File: config.mk
export PLATFORM = sky130hd
export DESIGN_NAME = n37_err_sched_flat
export DESIGN_NICKNAME = d
export VERILOG_FILES = /design/src/rtl/n37_err_sched_if.sv /design/src/rtl/n37_err_sched.sv /design/src/flat_wrapper.sv
export SDC_FILE = /design/constraint.sdc
export NUM_CORES = 1
export LEC_CHECK = 0
export ABC_AREA = 0
export BUFFER_PORTS_ARGS = -buffer_cell sky130_fd_sc_hd__clkbuf_2
export CAP_MARGIN = 15
export CORE_MARGIN = 8
export CORE_UTILIZATION = 52
export CTS_CLUSTER_DIAMETER = 80
export DETAILED_ROUTE_END_ITERATION = 16
export PLACE_DENSITY_LB_ADDON = 0.2
export SLEW_MARGIN = 20
export SYNTH_ARGS = -nofsm -noshare
export SYNTH_HDL_FRONTEND = slang
export SYNTH_SLANG_ARGS = --single-unit
File: constraint.sdc
create_clock -name clk -period 9 [get_ports clk]
set_input_delay 0 -clock clk [delete_from_list [all_inputs] [get_ports clk]]
set_output_delay 0 -clock clk [all_outputs]
set_load 0.005 [all_outputs]
File: src/rtl/n37_err_sched_if.sv
// Frame handshake, decoder-mux and fix-write bus of the error scheduler.
// The master side issues frames and supplies decoded messages; the slave side is the scheduler.
interface n37_err_sched_if #(
  parameter int ROWS  = 6,
  parameter int COLS  = 6,
  parameter int MSG_W = 13
);
  logic                 start;
  logic [ROWS*COLS-1:0] err_flags;
  logic [MSG_W-1:0]     dec_message;
  logic [5:0]           sel;
  logic                 sel_valid;
  logic                 fix_we;
  logic [5:0]           fix_idx;
  logic [MSG_W-1:0]     fix_data;
  logic                 busy;
  logic                 done;
  logic [5:0]           fix_count;
  logic                 uncorrectable;

  modport master (
    output start, err_flags, dec_message,
    input  sel, sel_valid, fix_we, fix_idx, fix_data, busy, done, fix_count, uncorrectable
  );
  modport slave (
    input  start, err_flags, dec_message,
    output sel, sel_valid, fix_we, fix_idx, fix_data, busy, done, fix_count, uncorrectable
  );
endinterface

File: src/rtl/n37_err_sched.sv
// Row/column error-intersection scheduler: latches per-cell error flags, expands them to
// candidate cells, and streams one corrected message per cycle to the output register file.
module n37_err_sched #(
  parameter int ROWS    = 6,
  parameter int COLS    = 6,
  parameter int MSG_W   = 13,
  parameter int MAX_FIX = 6
) (
  input logic             clk,
  input logic             rst_n,
  n37_err_sched_if.slave  bus
);
  localparam int N = ROWS * COLS;

  typedef enum logic [1:0] {IDLE, SCAN, FIX, DONE} state_t;

  state_t         state_q, state_d;
  logic [N-1:0]   flag_q, flag_d;
  logic [N-1:0]   mask_q, mask_d;
  logic [5:0]     fix_count_q, fix_count_d;
  logic           uncorr_q, uncorr_d;

  logic [ROWS-1:0] er;
  logic [COLS-1:0] ec;
  logic [N-1:0]    cand;
  logic [5:0]      cnt;
  logic [5:0]      low_idx;

  for (genvar r = 0; r < ROWS; r++) begin : g_row
    assign er[r] = |flag_q[r*COLS +: COLS];
    for (genvar c = 0; c < COLS; c++) begin : g_cell
      assign cand[r*COLS + c] = er[r] & ec[c];
    end
  end

  always_comb begin
    ec = '0;
    for (int c = 0; c < COLS; c++)
      for (int r = 0; r < ROWS; r++)
        ec[c] = ec[c] | flag_q[r*COLS + c];
  end

  always_comb begin
    cnt = '0;
    for (int i = 0; i < N; i++) cnt = cnt + 6'(cand[i]);
  end

  // Descending scan so the lowest set bit wins.
  always_comb begin
    low_idx = '0;
    for (int i = N - 1; i >= 0; i--)
      if (mask_q[i]) low_idx = 6'(i);
  end

  always_comb begin
    state_d       = state_q;
    flag_d        = flag_q;
    mask_d        = mask_q;
    fix_count_d   = fix_count_q;
    uncorr_d      = uncorr_q;
    bus.sel       = '0;
    bus.sel_valid = 1'b0;
    bus.fix_we    = 1'b0;
    bus.fix_idx   = '0;
    bus.fix_data  = '0;
    case (state_q)
      IDLE: if (bus.start) begin
        flag_d      = bus.err_flags;
        fix_count_d = '0;
        uncorr_d    = 1'b0;
        state_d     = SCAN;
      end
      SCAN: begin
        if (cnt == '0) begin
          state_d = DONE;
        end else if (cnt > 6'(MAX_FIX)) begin
          uncorr_d = 1'b1;
          state_d  = DONE;
        end else begin
          mask_d  = cand;
          state_d = FIX;
        end
      end
      FIX: begin
        bus.sel       = low_idx;
        bus.sel_valid = 1'b1;
        bus.fix_we    = 1'b1;
        bus.fix_idx   = low_idx;
        bus.fix_data  = bus.dec_message;
        mask_d        = mask_q & ~(N'(1) << low_idx);
        fix_count_d   = fix_count_q + 6'd1;
        if (mask_d == '0) state_d = DONE;
      end
      DONE:    state_d = IDLE;
      default: state_d = IDLE;
    endcase
  end

  assign bus.busy          = (state_q != IDLE);
  assign bus.done          = (state_q == DONE);
  assign bus.fix_count     = fix_count_q;
  assign bus.uncorrectable = uncorr_q;

  always_ff @(posedge clk or negedge rst_n) begin
    if (!rst_n) begin
      state_q     <= IDLE;
      flag_q      <= '0;
      mask_q      <= '0;
      fix_count_q <= '0;
      uncorr_q    <= 1'b0;
    end else begin
      state_q     <= state_d;
      flag_q      <= flag_d;
      mask_q      <= mask_d;
      fix_count_q <= fix_count_d;
      uncorr_q    <= uncorr_d;
    end
  end
endmodule

File: src/flat_wrapper.sv
// flat-port wrapper written by rule: the top's interface ports become plain ports
module n37_err_sched_flat 
#(
  parameter int ROWS    = 6,
  parameter int COLS    = 6,
  parameter int MSG_W   = 13,
  parameter int MAX_FIX = 6
)
  (clk, rst_n, bus_start, bus_err_flags, bus_dec_message, bus_sel, bus_sel_valid, bus_fix_we, bus_fix_idx, bus_fix_data, bus_busy, bus_done, bus_fix_count, bus_uncorrectable);
  n37_err_sched_if #(.ROWS(ROWS), .COLS(COLS), .MSG_W(MSG_W)) bus_i ();
  input logic clk;
  input logic rst_n;
  input wire logic [$bits(bus_i.start)-1:0] bus_start;
  input wire logic [$bits(bus_i.err_flags)-1:0] bus_err_flags;
  input wire logic [$bits(bus_i.dec_message)-1:0] bus_dec_message;
  output wire logic [$bits(bus_i.sel)-1:0] bus_sel;
  output wire logic [$bits(bus_i.sel_valid)-1:0] bus_sel_valid;
  output wire logic [$bits(bus_i.fix_we)-1:0] bus_fix_we;
  output wire logic [$bits(bus_i.fix_idx)-1:0] bus_fix_idx;
  output wire logic [$bits(bus_i.fix_data)-1:0] bus_fix_data;
  output wire logic [$bits(bus_i.busy)-1:0] bus_busy;
  output wire logic [$bits(bus_i.done)-1:0] bus_done;
  output wire logic [$bits(bus_i.fix_count)-1:0] bus_fix_count;
  output wire logic [$bits(bus_i.uncorrectable)-1:0] bus_uncorrectable;
  assign bus_i.start = bus_start;
  assign bus_i.err_flags = bus_err_flags;
  assign bus_i.dec_message = bus_dec_message;
  assign bus_sel = bus_i.sel;
  assign bus_sel_valid = bus_i.sel_valid;
  assign bus_fix_we = bus_i.fix_we;
  assign bus_fix_idx = bus_i.fix_idx;
  assign bus_fix_data = bus_i.fix_data;
  assign bus_busy = bus_i.busy;
  assign bus_done = bus_i.done;
  assign bus_fix_count = bus_i.fix_count;
  assign bus_uncorrectable = bus_i.uncorrectable;
  n37_err_sched #(.ROWS(ROWS), .COLS(COLS), .MSG_W(MSG_W), .MAX_FIX(MAX_FIX)) u_core (.clk(clk), .rst_n(rst_n), .bus(bus_i));
endmodule
# After elaboration in Yosys (flattened, before gate mapping)
# Cells that the tools add are included.
# Widths: inputs -> output; s select.
# totals
output_inout_bits,36
regBits,81
elab_cells,190
# classes
n_bitwise,68
reduce_logical,18
shifts,1
muxes,53
eq_ne,8
add_sub_neg,36
magnitude_cmp,1
# op_table
op,n
$mux 6,38
$add 6x1->6,34
$mux 36,2
$pmux 36 s2,1
$and 1x1->1,36
$and 36x36->36,1
$logic_not 36->1,1
$not 36->36,1
$reduce_or 6->1,6
$shl 1x6->36 const A,1
$or 1x1->1,30
$mux 13,1
$pmux 6 s2,1
$pmux 2 s4,1
$reduce_bool 2->1,4
$add 6x1->6 const B,1
$gt 6x3->1 const B,1
$logic_not 6->1,1
$mux 2,3
$ne 2x2->1 const B,3
$reduce_and 2->1,3
$mux 1,5
$eq 2x2->1 const B,2
$ne 2x1->1 const B,2
other kinds (6),6

# Depth between registers and ports, before layout
# Gate-level depths: netlist of the first run.
# logic_depth
ltp_word,45
depth_mapped,26
depth_no_buf,24

# Least setup slack after synthesis of the first run
# OpenSTA, ideal clock, no wires.
# synth_path
path_kind,register to register
from,register u_core.flag_q[18]
to,register u_core.mask_q[20]
path_stages_with_launch,25
setup_time_ns,0.082
arrival_ns,6.768
n_path_buf,3
slack_ns,2.150
required_time_ns,8.918
cell_sequence,dfrtp_1 > or4_1 > nor3_1 > clkbuf_1 > a31oi_1 > fa_1 > inv_1 > fa_1 > inv_1 > fa_1 > inv_1 > fa_1 > fa_1 > fa_1 > inv_1 > fa_1 > inv_1 > fa_1 > o311ai_0 > a31oi_1 > mux2i_1 > clkbuf_1 > clkbuf_1 > a21oi_1 > o22ai_1
# synth_via
elab_chain_len,42
elab_cells_between_ends,58
# synth_lines
element,line,text
start: declaration,n37_err_sched.sv:18,"logic [N-1:0] flag_q, flag_d;"
start signal: assignment,n37_err_sched.sv:113,flag_q <= flag_d;
$or 1x1->1 (3 in a row),n37_err_sched.sv:40,ec[c] = ec[c] | flag_q[r*COLS + c];
$and 1x1->1,n37_err_sched.sv:32,assign cand[r*COLS + c] = er[r] & ec[c];
$add 1x1->2,n37_err_sched.sv:45,for (int i = 0; i < N; i++) cnt = cnt + 6'(cand[i]);
$add 6x1->6 (34 in a row),n37_err_sched.sv:45,
$gt 6x3->1 / $logic_not 6->1 (equally long branches),"n37_err_sched.sv:76, n37_err_sched.sv:74",
$ne 2x2->1 (no source line),n/a,
$reduce_and 3->1 (no source line),n/a,
end signal: assignment,n37_err_sched.sv:114,mask_q <= mask_d;
end: declaration,n37_err_sched.sv:19,"logic [N-1:0] mask_q, mask_d;"
# Parallel ways exist; a longest one is shown, timed or not. The select of a mux whose other input is x is not followed.
# A chain may end at the register's enable or synchronous reset.

# Worst setup path in the final report of the first run
# layout_path
from,register u_core.flag_q[2]
to,register u_core.mask_q[22]
# layout_via
elab_chain_len,43
elab_cells_between_ends,57
# layout_lines
element,line
$or 1x1->1 (5 in a row),n37_err_sched.sv:40
$and 1x1->1,n37_err_sched.sv:32
$add 6x1->6 (30 in a row),n37_err_sched.sv:45
$add 6x1->6 (*) (4 in a row),n37_err_sched.sv:45
$gt 6x3->1 / $logic_not 6->1 (equally long branches),"n37_err_sched.sv:76, n37_err_sched.sv:74"
$ne 2x2->1 (no source line),n/a
$reduce_and 3->1 (no source line) (*),n/a
# Every way passes the cells marked *; elsewhere a longest branch is shown, timed or not.

==> results.ini, run 1 <==
[place]
finalWeightedCongestion = 0.9270
pre_cts_ws_ns = 1.648
port_buffers = 87
place_inst = 891
post-dp-hpwl_mm = 15.75
dpl_cell_area_um2 = 6490

[pwr]
powerDensity_nw_per_um2 = 481.3
leakage_uw = 0.003235
ir_worst_vdd_v = 0.0003102

[worst_setup_path]
crit_family = adder cells
worstPathArrival_ns = 7.62
path_max_fanout = 14
path_class = reg2reg
crit_required_ns = 9.22
crit_chain = or4_1 > nor3_1 > buf_4 > nor2_1 > ha_1 > inv_1 > fa_1 > fa_1 > fa_1 > fa_1 > fa_1 > fa_1 > inv_1 > fa_1 > inv_1 > fa_1 > o311ai_0 > a31oi_1 > mux2i_2 > nor2_1 > nand2_1 > o21ai_0
reg2reg_slack_ns = 1.60
critPathLaunch = u_core.flag_q[2]$_DFFE_PN0P_
slowest_stage = mux2i_2
critPathMostFrequentCell = fa_1
cp-end-kind = flip-flop
cpPeakStageDelay_ns = 0.55
timing.rr.start = u_core.flag_q[2]$_DFFE_PN0P_
crit_buf_inv = 4
worstSetupStartpointType = flip-flop

[sta]
slew-limit-headroom_pct = 33.33
slew_viol_final = 0
fin_tns_setup_ns = 0
fmaxAchievable_mhz = 135.1
rsz0062_at_grt = no
hold_viol_final = 0
setup_viol = 0
fin_crit_ns = 7.404
clock_skew_ns = 0.008506
finalCritPeriodShare_pct = 82.27
setup_ws_ns = 1.596
worst_slew_pin_slew_ns = 0.9934

[clocking]
cts_tree = built
clock_latency_ns = 0.35
ctsLongestPathBuffers = 2
cts.clk_slew.worst_paths_ns = 0.07
cts_root_buf = clkbuf_16
cts_resized = 0
cts_made_buffers = 9
clock_sinks = 81
h-tree-depth = 3

[logic_synthesis]
syn_avg_cell_area_um2 = 8.680
ys_types = 63
ys_warn_count = 0
synth_top_cell_area_share_pct = 33.94
ys_ff_latch = 81
synth_top_cell_by_area = dfrtp_1
ys_seq_area_share_pct = 33.94
synth_area_um2 = 5972
syn_nets = 781
ys_top_cells_by_area = dfrtp_1, fa_1, mux2_2, o21ai_0, nor2_1
syn_inst = 688
synth_edf_count = 0
synthFlopType = dfrtp_1
async_flop_share_pct = 100.0

[finish]
final_cell_area_um2 = 7152
final_util_pct = 63.17
fin_cells = 944
final_nets = 889
final_cell_mix = nor2_1, clkbuf_2, dfrtp_1, o21ai_0, inv_1
drive_gt1_share_pct = 19.98
areaGrowthSynthToFinish_pct = 19.76
n_antenna_cell = 0

[floorplan]
dieWidth_um = 123.2
die_height_um = 123.2
initial_core_util_pct = 52.75
core_area_um2 = 11320
rows = 39
ios = 88
dieArea_um2 = 15170

[min_path]
min_from = bus_start
hp-class = in2reg

[route]
route.detailed.drc = 0
viasPerCell = 6.421
antenna_left = 0
firstDrtPassIters = 5
drt-total-wl_mm = 21.56
vias = 6061
post_drt_wl_per_cell_um = 22.84
drt-initial-drc-count = 634

[global_routing]
grt-ovfl-total = 0
grt_pass1_wl_mm = 34.24
grt_max_degree = 82
grt.total_usage_pct = 29.58
antenna_found_initial = 0
grt_pass1_vias = 6213

[run_status]
status = finished, final reports clean

[flow_run]
max-cap-violations = 0

cell usage after synthesis (8+ instances only):
master,number
clkbuf_1,24
inv_1,53
o21ai_0,71
nand2_1,48
or4_1,10
nor4_1,11
nor2_1,86
o211ai_1,8
fa_1,28
mux2_2,36
dfrtp_1,81
a21oi_1,42
nor3_1,14
ha_1,13
a31oi_1,13
o22ai_1,10
and2_1,17
nand3_1,18
logic make-up after synthesis:
family	Yosys count	share of synthesized area [%]
adders and majority gates	41	12.11
DFF	81	33.94
muxes	40	7.480
buffers and inverters	91	6.432
AOI/OAI and AO/OA	196	20.32
xor gates and xnor gates	4	0.5867
and+or+nand+nor	235	19.13
timing repair:
item,4_1_cts,5_1_grt
hold endpoints to repair,117,0
setup buffers,0,0
hold buffers,37,0
cell type report:
class	instances	area (um^2)
Clock buffer	10	239.0
Clock inverter	6	48.80
Fill cell	964	4169
Inverter	53	198.9
Multi-Input combinational cell	516	3565
Sequential cell	81	2027
Tap cell	143	178.9
Timing Repair Buffer	135	894.6
tightest hold or removal path: cells and delay by family:
| family | cells | cell delay, ns |
|---|---|---|
| XOR/XNOR | 1 | 0.13 |
| AO/OA/AOI/OAI | 1 | 0.07 |
| buffers and inverters | 1 | 0.15 |
through the flow:
stage	hold WS, ns	total power, uW
global placement	0.2244	2902
global route	0.04492	3807
finish	0.03388	3442
detailed placement	0.2370	3038
floorplan	-0.2956	2372
CTS	0.02648	3414
state kept, by name (all words and copies together) (netlist names):
signal,count
u_core.flag_q,36
u_core.state_q,2
u_core.bus.fix_count,6
u_core.mask_q,36
u_core.bus.uncorrectable,1
per-layer routing:
metal / GRT usage [%] / part of all wire, % / routed length (um) / vias to the layer above
met1: 36.00 / 38 / 8275 / 2992
met5: 0 / 0 / 0 / -
met4: 14.52 / 4.2 / 907 / 0
met3: 5.799 / 8.3 / 1784 / 69
met2: 49.41 / 49 / 10600 / 334
li1: - / - / - / 2666
power by group:
part	internal, uW	switching (uW)	leakage, uW
Clock	197	161	0.000132
Sequential	558	312	0.000957
Combinational	931	1280	0.00215
Total	1690	1760	0.00324
path summary, 6_finish.rpt:
kind | end | cells past startpoint
max | u_core.mask_q[22]$_DFFE_PN0P_ | 22
min | u_core.bus.fix_count[0]$_DFFE_PN0P_ | 3
max reg2reg | u_core.mask_q[22]$_DFFE_PN0P_ | 22
min reg2reg | u_core.flag_q[28]$_DFFE_PN0P_ | 1
max in group asynchronous | u_core.flag_q[15]$_DFFE_PN0P_ | 2
min in group asynchronous | u_core.flag_q[32]$_DFFE_PN0P_ | 2
(Power assumes the default switching activity.)
==> run 2: changes to the inputs <==
==> constraint.sdc (replaced) <==
create_clock -name clk -period 6.35 [get_ports clk]
set_input_delay 0 -clock clk [delete_from_list [all_inputs] [get_ports clk]]
set_output_delay 0 -clock clk [all_outputs]
set_load 0.005 [all_outputs]
==> run 2 against run 1 <==
Effect of this change: the flow now finishes with violations (setup timing); cell area rose by 8.4%; hold slack improved by 0.012 ns; sequential cell count did not move; critical path type unchanged.
==> results.ini, run 2 (synthesis results as in run 1) <==
[route]
vias = 6216
post_drt_wl_per_cell_um = 22.74
route.detailed.drc = 0
antenna_left = 0
drt-total-wl_mm = 22.19
drt-initial-drc-count = 628
firstDrtPassIters = 6
viasPerCell = 6.369

[clocking]
clock_sinks = 81
cts.clk_slew.worst_paths_ns = 0.06
cts_root_buf = clkbuf_16
ctsLongestPathBuffers = 2
cts_made_buffers = 9
h-tree-depth = 3
clock_latency_ns = 0.35
cts_tree = built

[sta]
hold_viol_final = 0
fin_hold_ws_ns = 0.04620
finalCritPeriodShare_pct = 105.3
fmaxAchievable_mhz = 149.5
setup_ws_ns = -0.3384
slew-limit-headroom_pct = 24.21
fin_tns_setup_ns = -10.72
setup_viol = 37
slew_viol_final = 0
clock_skew_ns = 0.007462
fin_crit_ns = 6.688
worst_slew_pin_slew_ns = 1.132
rsz0062_at_grt = yes

[global_routing]
grt_max_degree = 82
antenna_found_initial = 0
grt.total_usage_pct = 30.21
grt_pass1_vias = 6382
grt_pass1_wl_mm = 35.06
grt-ovfl-total = 0

[floorplan]
dieArea_um2 = 15170
ios = 88
dieWidth_um = 123.2
die_height_um = 123.2
rows = 39
core_area_um2 = 11320
initial_core_util_pct = 52.75

[worst_setup_path]
crit_buf_inv = 4
worstSetupStartpointType = flip-flop
crit_chain = or4_4 > nor3_4 > nor2_1 > ha_1 > inv_2 > fa_1 > fa_1 > fa_1 > fa_1 > fa_1 > fa_1 > inv_1 > fa_2 > inv_2 > fa_2 > nand2_2 > mux2i_2 > o311ai_4 > a31oi_4 > mux2i_4 > nor2_4 > buf_4 > nand2_8 > o22ai_1
cpPeakStageDelay_ns = 0.56
path_class = reg2reg
cp-end-kind = flip-flop
critPathMostFrequentCell = fa_1
path_max_fanout = 6
worstPathArrival_ns = 6.96
critPathLaunch = u_core.flag_q[4]$_DFFE_PN0P_
timing.rr.start = u_core.flag_q[4]$_DFFE_PN0P_
crit_family = adder cells
slowest_stage = or4_4
crit_required_ns = 6.62

[min_path]
hp-class = in2reg
min_from = bus_start

[finish]
drive_gt1_share_pct = 27.97
multiInputGateArea_um2 = 3815
final_cell_mix = clkbuf_2, nor2_1, dfrtp_1, inv_1, o21ai_0
seq_area_um2 = 2027
fill_cells = 854
areaGrowthSynthToFinish_pct = 29.83
final_util_pct = 68.49
final_common_cell = clkbuf_2
final_nets = 921
n_antenna_cell = 0

[place]
post-dp-hpwl_mm = 15.21
port_buffers = 87
finalWeightedCongestion = 0.9420

[run_status]
status = complete, but fails checks
failed_checks = setup timing

[flow_run]
max-cap-violations = 0

-- run 2: final cells by class --
class                   count  area share (%)
clock buffers              11           3.260
clock inverters             5          0.8068
inverters                  53           2.566
multi-input cells         516           49.20
flip-flops and latches     81           26.14
well taps                 143           2.308
repair buffers            167           15.72
-- run 2: per-layer routing --
| metal | share of wire (%) | wire length [um] | vias to the layer above | track usage [%] |
|---|---|---|---|---|
| met3 | 8.3 | 1845 | 72 | 6.530 |
| met4 | 4.2 | 942 | 0 | 15.50 |
| met2 | 50 | 11130 | 392 | 50.52 |
| met1 | 37 | 8272 | 3010 | 36.08 |
| li1 | - | - | 2742 | - |
| met5 | 0 | 0 | - | 0 |
-- run 2: tightest hold or removal path, delay by kind of cell --
family | cells | cell delay [ns]
simple gates | 1 | 0.10
compound gates | 1 | 0.10
buf+inv | 1 | 0.14
-- run 2: worst paths after layout --
check	end	slack (ns)	cells past startpoint
setup / recovery	u_core.mask_q[28]$_DFFE_PN0P_	-0.34	24
hold / removal	u_core.bus.fix_count[2]$_DFFE_PN0P_	0.05	3
setup reg to reg	u_core.mask_q[28]$_DFFE_PN0P_	-0.34	24
hold reg to reg	u_core.flag_q[15]$_DFFE_PN0P_	0.55	1
max in group asynchronous	u_core.mask_q[3]$_DFFE_PN0P_	5.56	2
min in group asynchronous	u_core.flag_q[32]$_DFFE_PN0P_	0.24	2
-- run 2: through the flow --
| stage | std cells | worst slack [ns] | cell area, um^2 |
|---|---|---|---|
| after global placement | 913 | -0.1738 | 6713 |
| after global routing | 976 | -0.5282 | 7754 |
| after detailed placement | 913 | -0.2917 | 6713 |
| after CTS | 969 | -0.2804 | 7466 |
| final | 976 | -0.3384 | 7754 |
| after floorplan | 688 | 0.02095 | 6048 |
-- run 2: what timing repair did --
action | in CTS | in global routing
endpoints found under the setup margin | 37 | 37
pin swaps | 5 | 4
gates cloned | 0 | 3
buffers inserted | 3 | 4
hold buffers | 37 | 0
endpoints found under the hold margin | 117 | 0
gates resized for setup | 17 | 54
Power of run 2 is not shown: default switching activity piles up to over one toggle a cycle in this logic, so the estimate is an artifact.
